`config.mk`:
```
export PLATFORM = sky130hd
export DESIGN_NAME = alu32_seq_ctrl
export DESIGN_NICKNAME = d
export VERILOG_FILES = /design/src/rtl/alu32_seq_ctrl.sv
export SDC_FILE = /design/constraint.sdc
export NUM_CORES = 1
export LEC_CHECK = 0
export ABC_AREA = 1
export BUFFER_PORTS_ARGS = -buffer_cell sky130_fd_sc_hd__buf_2
export CORE_ASPECT_RATIO = 1.5
export CORE_MARGIN = 5
export CORE_UTILIZATION = 54
export DETAILED_ROUTE_END_ITERATION = 7
export PLACE_DENSITY_LB_ADDON = 0.1
export SYNTH_ARGS = -nofsm -noshare
export SYNTH_HDL_FRONTEND = slang
export SYNTH_SLANG_ARGS = --single-unit
```
`constraint.sdc`:
```
create_clock -name clk -period 2 [get_ports clk]
set_clock_uncertainty 0.05 [all_clocks]
set_input_delay 0.1 -clock clk [delete_from_list [all_inputs] [get_ports clk]]
set_output_delay 0.1 -clock clk [all_outputs]
set_load 0.05 [all_outputs]
```
`src/rtl/alu32_seq_ctrl.sv`:
```
`default_nettype none
// ============================================================================
// Module   : alu32_seq_ctrl
// Function : Valid/ready sequencer for a 32-bit ALU; multiply by shift-add.
// Revision : 1.0
// ============================================================================

module alu32_seq_ctrl #(
  parameter logic [2:0] MUL_OP     = 3'b010,
  parameter bit         EARLY_EXIT = 1'b0
) (
  input  logic        clk,
  input  logic        rst_n,
  input  logic        flush,
  input  logic        in_valid,
  output logic        in_ready,
  input  logic [2:0]  in_op,
  input  logic [31:0] in_a,
  input  logic [31:0] in_b,
  output logic        out_valid,
  input  logic        out_ready,
  output logic [31:0] out_result,
  output logic        busy,
  output logic [31:0] alu_a,
  output logic [31:0] alu_b,
  output logic [2:0]  alu_op,
  input  logic [31:0] alu_result
);

  localparam logic [2:0] c_op_add   = 3'b000;
  localparam logic [4:0] c_last_cnt = 5'd31;

  typedef enum logic [1:0] {
    S_IDLE = 2'd0,
    S_MUL  = 2'd1,
    S_DONE = 2'd2
  } state_e;

  state_e      state_q, state_d;
  logic [31:0] acc_q, acc_d;
  logic [31:0] mcand_q, mcand_d;
  logic [31:0] mplier_q, mplier_d;
  logic [31:0] result_q, result_d;
  logic [4:0]  cnt_q, cnt_d;

  logic        w_accept;
  logic        w_in_is_mul;
  logic [31:0] w_acc_step;
  logic        w_mul_last;

  assign in_ready    = (state_q == S_IDLE) && !flush;
  assign w_accept    = in_valid && in_ready;
  assign w_in_is_mul = (in_op == MUL_OP);
  assign out_valid   = (state_q == S_DONE);
  assign busy        = (state_q != S_IDLE);
  assign out_result  = result_q;

  // ALU adds mcand onto acc; keep the sum only when the current multiplier bit is set.
  assign w_acc_step  = mplier_q[0] ? alu_result : acc_q;
  assign w_mul_last  = (cnt_q == c_last_cnt) ||
                       (EARLY_EXIT && ((mplier_q >> 1) == 32'd0));

  always_comb begin
    state_d  = state_q;
    acc_d    = acc_q;
    mcand_d  = mcand_q;
    mplier_d = mplier_q;
    result_d = result_q;
    cnt_d    = cnt_q;
    alu_a    = 32'd0;
    alu_b    = 32'd0;
    alu_op   = c_op_add;

    case (state_q)
      S_IDLE: begin
        alu_a  = in_a;
        alu_b  = in_b;
        alu_op = w_in_is_mul ? c_op_add : in_op;
        if (w_accept) begin
          if (!w_in_is_mul) begin
            result_d = alu_result;
            state_d  = S_DONE;
          end else if (EARLY_EXIT && (in_b == 32'd0)) begin
            result_d = 32'd0;
            state_d  = S_DONE;
          end else begin
            acc_d    = 32'd0;
            mcand_d  = in_a;
            mplier_d = in_b;
            cnt_d    = 5'd0;
            state_d  = S_MUL;
          end
        end
      end

      S_MUL: begin
        alu_a    = acc_q;
        alu_b    = mcand_q;
        acc_d    = w_acc_step;
        mcand_d  = mcand_q << 1;
        mplier_d = mplier_q >> 1;
        cnt_d    = cnt_q + 5'd1;
        if (w_mul_last) begin
          result_d = w_acc_step;
          state_d  = S_DONE;
        end
      end

      S_DONE: begin
        if (out_ready) begin
          state_d = S_IDLE;
        end
      end

      default: begin
        state_d = S_IDLE;
      end
    endcase

    // Abort wins over everything, including a multiply finishing this cycle.
    if (flush) begin
      state_d  = S_IDLE;
      result_d = result_q;
    end
  end

  always_ff @(posedge clk or negedge rst_n) begin
    if (!rst_n) begin
      state_q  <= S_IDLE;
      acc_q    <= 32'd0;
      mcand_q  <= 32'd0;
      mplier_q <= 32'd0;
      result_q <= 32'd0;
      cnt_q    <= 5'd0;
    end else begin
      state_q  <= state_d;
      acc_q    <= acc_d;
      mcand_q  <= mcand_d;
      mplier_q <= mplier_d;
      result_q <= result_d;
      cnt_q    <= cnt_d;
    end
  end

endmodule

`default_nettype wire

```
## Word level (Yosys, flattened, before mapping)

Cells that the tools add are included.

| cells by class | value |
|---|---|
| reductions and logical operators | 9 |
| equality and inequality tests | 11 |
| bitwise logic cells | 1 |
| multiplexer cells | 27 |
| $add $sub $neg | 1 |

Operators by type and width:

| operator | number |
|---|---|
| $pmux W32 S2 | 6 |
| $mux W32 | 10 |
| $mux W2 | 5 |
| $mux W5 | 2 |
| $pmux W5 S2 | 1 |
| $ne A2 B2 Y1 const B | 4 |
| $mux W3 | 2 |
| $ne A3 B3 Y1 const B | 2 |
| $pmux W2 S3 | 1 |
| $reduce_and A3 Y1 | 2 |
| $add A5 B1 Y5 const B | 1 |
| $eq A5 B5 Y1 const B | 1 |
| $reduce_and A5 Y1 | 1 |
| $reduce_bool A2 Y1 | 2 |
| $eq A3 B2 Y1 const B | 1 |
| $ne A3 B2 Y1 const B | 1 |
| $eq A2 B1 Y1 const B | 1 |
| $eq A2 B2 Y1 const B | 1 |
| $logic_and A1 B1 Y1 | 2 |
| $logic_not A2 Y1 | 1 |
| $logic_not A1 Y1 | 1 |
| $not A1 Y1 | 1 |

| word-level totals | value |
|---|---|
| register bits | 135 |
| output and inout port bits | 102 |
| word-level logic and storage cells | 55 |

## Logic depth before layout (Yosys ltp)

| logic depth | value |
|---|---|
| depth after elaboration | 6 |
| depth in mapped cells | 11 |
| mapped depth without buffers | 10 |

## Least setup slack after synthesis

Ideal clock, no wire load.

| timing | value |
|---|---|
| path type | reg-to-output |
| start | register state_q[1] |
| end | output alu_a[19] |
| cell stages (with the launch flop) | 5 |
| arrival | 2.046 ns |
| slack | -0.196 ns |
| buffers on the path | 1 |
| cells stage by stage | dfrtp_1 > nor2_4 > inv_2 > buf_1 > o22ai_1 |

| between the ends | value |
|---|---|
| cells in the longest elaborated chain, start to end | 2 |

RTL lines:

| item | line | source |
|---|---|---|
| start, declared | 39 | `state_e state_q, state_d;` |
| start signal, assigned | 136 | `state_q <= state_d;` |
| $eq A2 B1 Y1 or $logic_not A2 Y1 (tied branches) | 74 | `case (state_q)` |
| $pmux W32 S2 * | 74 |  |
| end, declared | 24 | `output logic [31:0] alu_a,` |

Mark *: on every way between the ends. The rest lies on a longest branch, timed or not.

## Worst setup path in the final report

| timing | value |
|---|---|
| start | register state_q[1] |
| end | output alu_a[24] |

Same word-level chain as after synthesis.

==> results.cfg <==
[status]
status = finished with violations
violations = setup timing

[critical_path]
critPathKind = reg2out
critPathSlowestCell = dfrtp_2
r2r_start = state_q[1]
path_max_fanout = 14
start_kind = flop
r2r_slack_ns = 0.17
crit_chain = nor2_4, inv_4, buf_4, o22ai_1, buf_4
end_kind = output port
crit_path_frequent_cell = buf_4
reg2reg_depth = 6
arrival_ns = 1.87
cp.required_ns = 1.85
timing.rr.end = out_result[4]
slowest_delay_ns = 0.47

[logic_synthesis]
synth_cells = 1162
syn_area_per_cell_um2 = 6.797
yosysSeqAreaShare = 0.4278
synth_cell_types = 24
syn_area_um2 = 7898
ys_warn_count = 0
ys_seq_elements = 135
syn_nets = 1268

[place]
placed_cells = 1507
pre_cts_ws_ns = 0.07640
portBuffers = 205
postPlaceCellArea_um2 = 9022
routabilityCongestion = 0.8732
dp_hpwl_um = 16480

[clocking]
cts.clk_slew.worst_paths_ns = 0.06
cts_inserted_buffers = 17
clock-sinks = 135
insertion_delay_ns = 0.42
h-tree-depth = 4
clock_path_buffers = 2
cts_root_buffer = clkbuf_16
cts_tree = built

[timing]
finalCriticalPeriod_ns = 2.023
hold_viol_final = 0
drv_slew = 0
rsz0062_at_grt = yes
setup_violations = 1
finalCritPeriodShare = 1.011
tightest_slew_ns = 0.5776
max_slew_margin = 0.6144
fmax_ghz = 0.4944
worst_slack_ns = -0.02263

[floorplan]
coreArea_um2 = 14460
die_w_um = 108.7
core.rowCount = 54
io-pin-count = 206
fp.dieH_um = 158.1
dieArea_um2 = 17190
start_util = 0.5462

[worst_hold_path]
hold_start = in_a[15]
hold_path_class = in2reg
min_path_cells = 5
hold-path-endpoint = mcand_q[15]

[global_route]
grt_pass1_vias = 7935
grt_pass1_wl_um = 40430
gr-total-overflow = 0
antenna_found_initial = 0
grt_use_total = 0.2975
grt_max_degree = 102

[cells_and_area]
drive_gt1_frac = 0.1993
n_fill_cell = 1133
final_cells = 1607
stdcell_area_um2 = 10580
num-nets-final = 1503
area_growth_syn_to_layout_pct = 33.92

[power_and_ir_drop]
internal_power_mw = 7.562
p_leak_nw = 6.131
pwr-share-seq = 0.345
irDropWorstVdd_v = 0.0008910
p_clk_frac = 0.238
power_density_nw_per_um2 = 1257
combinationalPowerShare = 0.417
p_sw_mw = 5.737
switching_share = 0.4314

[drt]
vias = 8416
wl_per_cell_um = 16.00
drt_wl_total_um = 25720
drc = 0
drt_first_pass_iters = 5
drt_iter0_markers = 691
postRouteAntennaNets = 0
viasPerCell = 5.237

[run]
drv_cap = 0
## sequential cells by signal, summed over array words and instances (netlist names)
signal      flops
cnt_q           5
acc_q          32
state_q         2
mplier_q       32
mcand_q        32
out_result     32
## stage by stage
| stage | hold WS [ns] | util | TNS [ns] | total power, mW |
|---|---|---|---|---|
| 3_5_place_dp | 0.004354 | 0.6240 | 0 | 9.868 |
| 2_1_floorplan | -0.2456 | - | -1.379 | 8.468 |
| 3_3_place_gp | 0.006546 | 0.6240 | 0 | 9.767 |
| 4_1_cts | 0.001386 | 0.7198 | 0 | 13.23 |
| 6_report | 0.003964 | 0.7315 | -0.02263 | 13.30 |
| 5_1_grt | 0.04368 | 0.7313 | -0.2997 | 14.14 |
## final cells by class
class	instances	area [um2]	share of cell area
multi-input combinational	809	3571	0.3376
clock inverter	13	147.6	0.01396
timing repair buffer	293	2238	0.2116
sequential	135	3381	0.3196
clock buffer	19	442.9	0.04188
antenna	1	2.502	0.0002366
inverter	141	548.0	0.05182
tap	196	245.2	0.02319
## cells in the final DEF, fill, tap and decap left out, types with 4 or more instances in the layout
master | Yosys | final
o21bai_1 | 32 | 32
o22ai_1 | 32 | 31
buf_6 | 10 | 7
nor2_1 | 7 | 7
buf_12 | 0 | 10
inv_1 | 136 | 136
nand2_1 | 519 | 517
dfrtp_1 | 135 | 133
o21ai_1 | 6 | 6
buf_4 | 2 | 54
nand3_1 | 173 | 173
buf_2 | 47 | 144
dlygate4sd3_1 | 0 | 61
o21ai_0 | 27 | 27
clkbuf_4 | 0 | 12
clkbuf_16 | 0 | 18
clkinvlp_4 | 0 | 4
## what timing repair did
action / 4_1_cts / 5_1_grt
hold endpoints to repair: 206 / 0
gates resized for setup: 32 / 74
setup buffers: 3 / 0
cloned: 2 / 1
setup endpoints to repair: 65 / 55
pin swaps: 1 / 0
hold buffers: 61 / 0
## power by group through the flow
stage | combinational, mW | clock (mW) | sequential, mW
after floorplan | 3.05 | 0 | 5.42
after global placement | 5.19 | 0 | 4.58
after detailed placement | 5.27 | 0 | 4.60
after CTS | 5.46 | 3.20 | 4.57
after global routing | 6.07 | 3.33 | 4.75
final | 5.55 | 3.16 | 4.59
## worst max-delay path, delay by kind of cell (launching register included)
family | cells | cell delay, ns
simple gates | 1 | 0.18
buf+inv | 3 | 0.57
compound gates | 1 | 0.23
flops | 1 | 0.47
## cells by family after synthesis
family,after synthesis,share of synthesized area
simple gates,708,0.3687
buf+inv,218,0.1215
flops,135,0.4278
compound gates,99,0.07890
fa+ha+maj,2,0.003168
## layer usage
layer	vias up	GRT usage	part of all wire
li1	4101	-	-
met5	-	0	0
met1	3862	0.3978	0.40
met3	58	0.05753	0.084
met4	0	0.1173	0.029
met2	395	0.4766	0.48
## worst max path at each step
stage | end | slack, ns | startpoint
global placement | out_result[13] | 0.15 | state_q[0]
global route | alu_a[12] | -0.04 | state_q[1]
floorplan | alu_a[19] | -0.20 | state_q[1]
CTS | alu_b[10] | 0.006 | state_q[0]
detailed placement | out_result[14] | 0.08 | state_q[0]
finish | alu_a[24] | -0.02 | state_q[1]
## Yosys cell counts (all sizes together)
library cell	number	area (um2)
buf	60	366.6
clkbuf	17	63.81
o22ai	32	200.2
o21ai	33	165.2
or2	2	12.52
o21bai	32	240.2
nor2	12	72.57
inv	141	529.3
dfrtp	135	3378
ha	2	25.02
nand4	1	6.260
a22o	1	8.760
a31o	1	8.760
nand3	173	865.8
nand2	520	1954
Note: power is estimated with default switching activity, not from simulation.
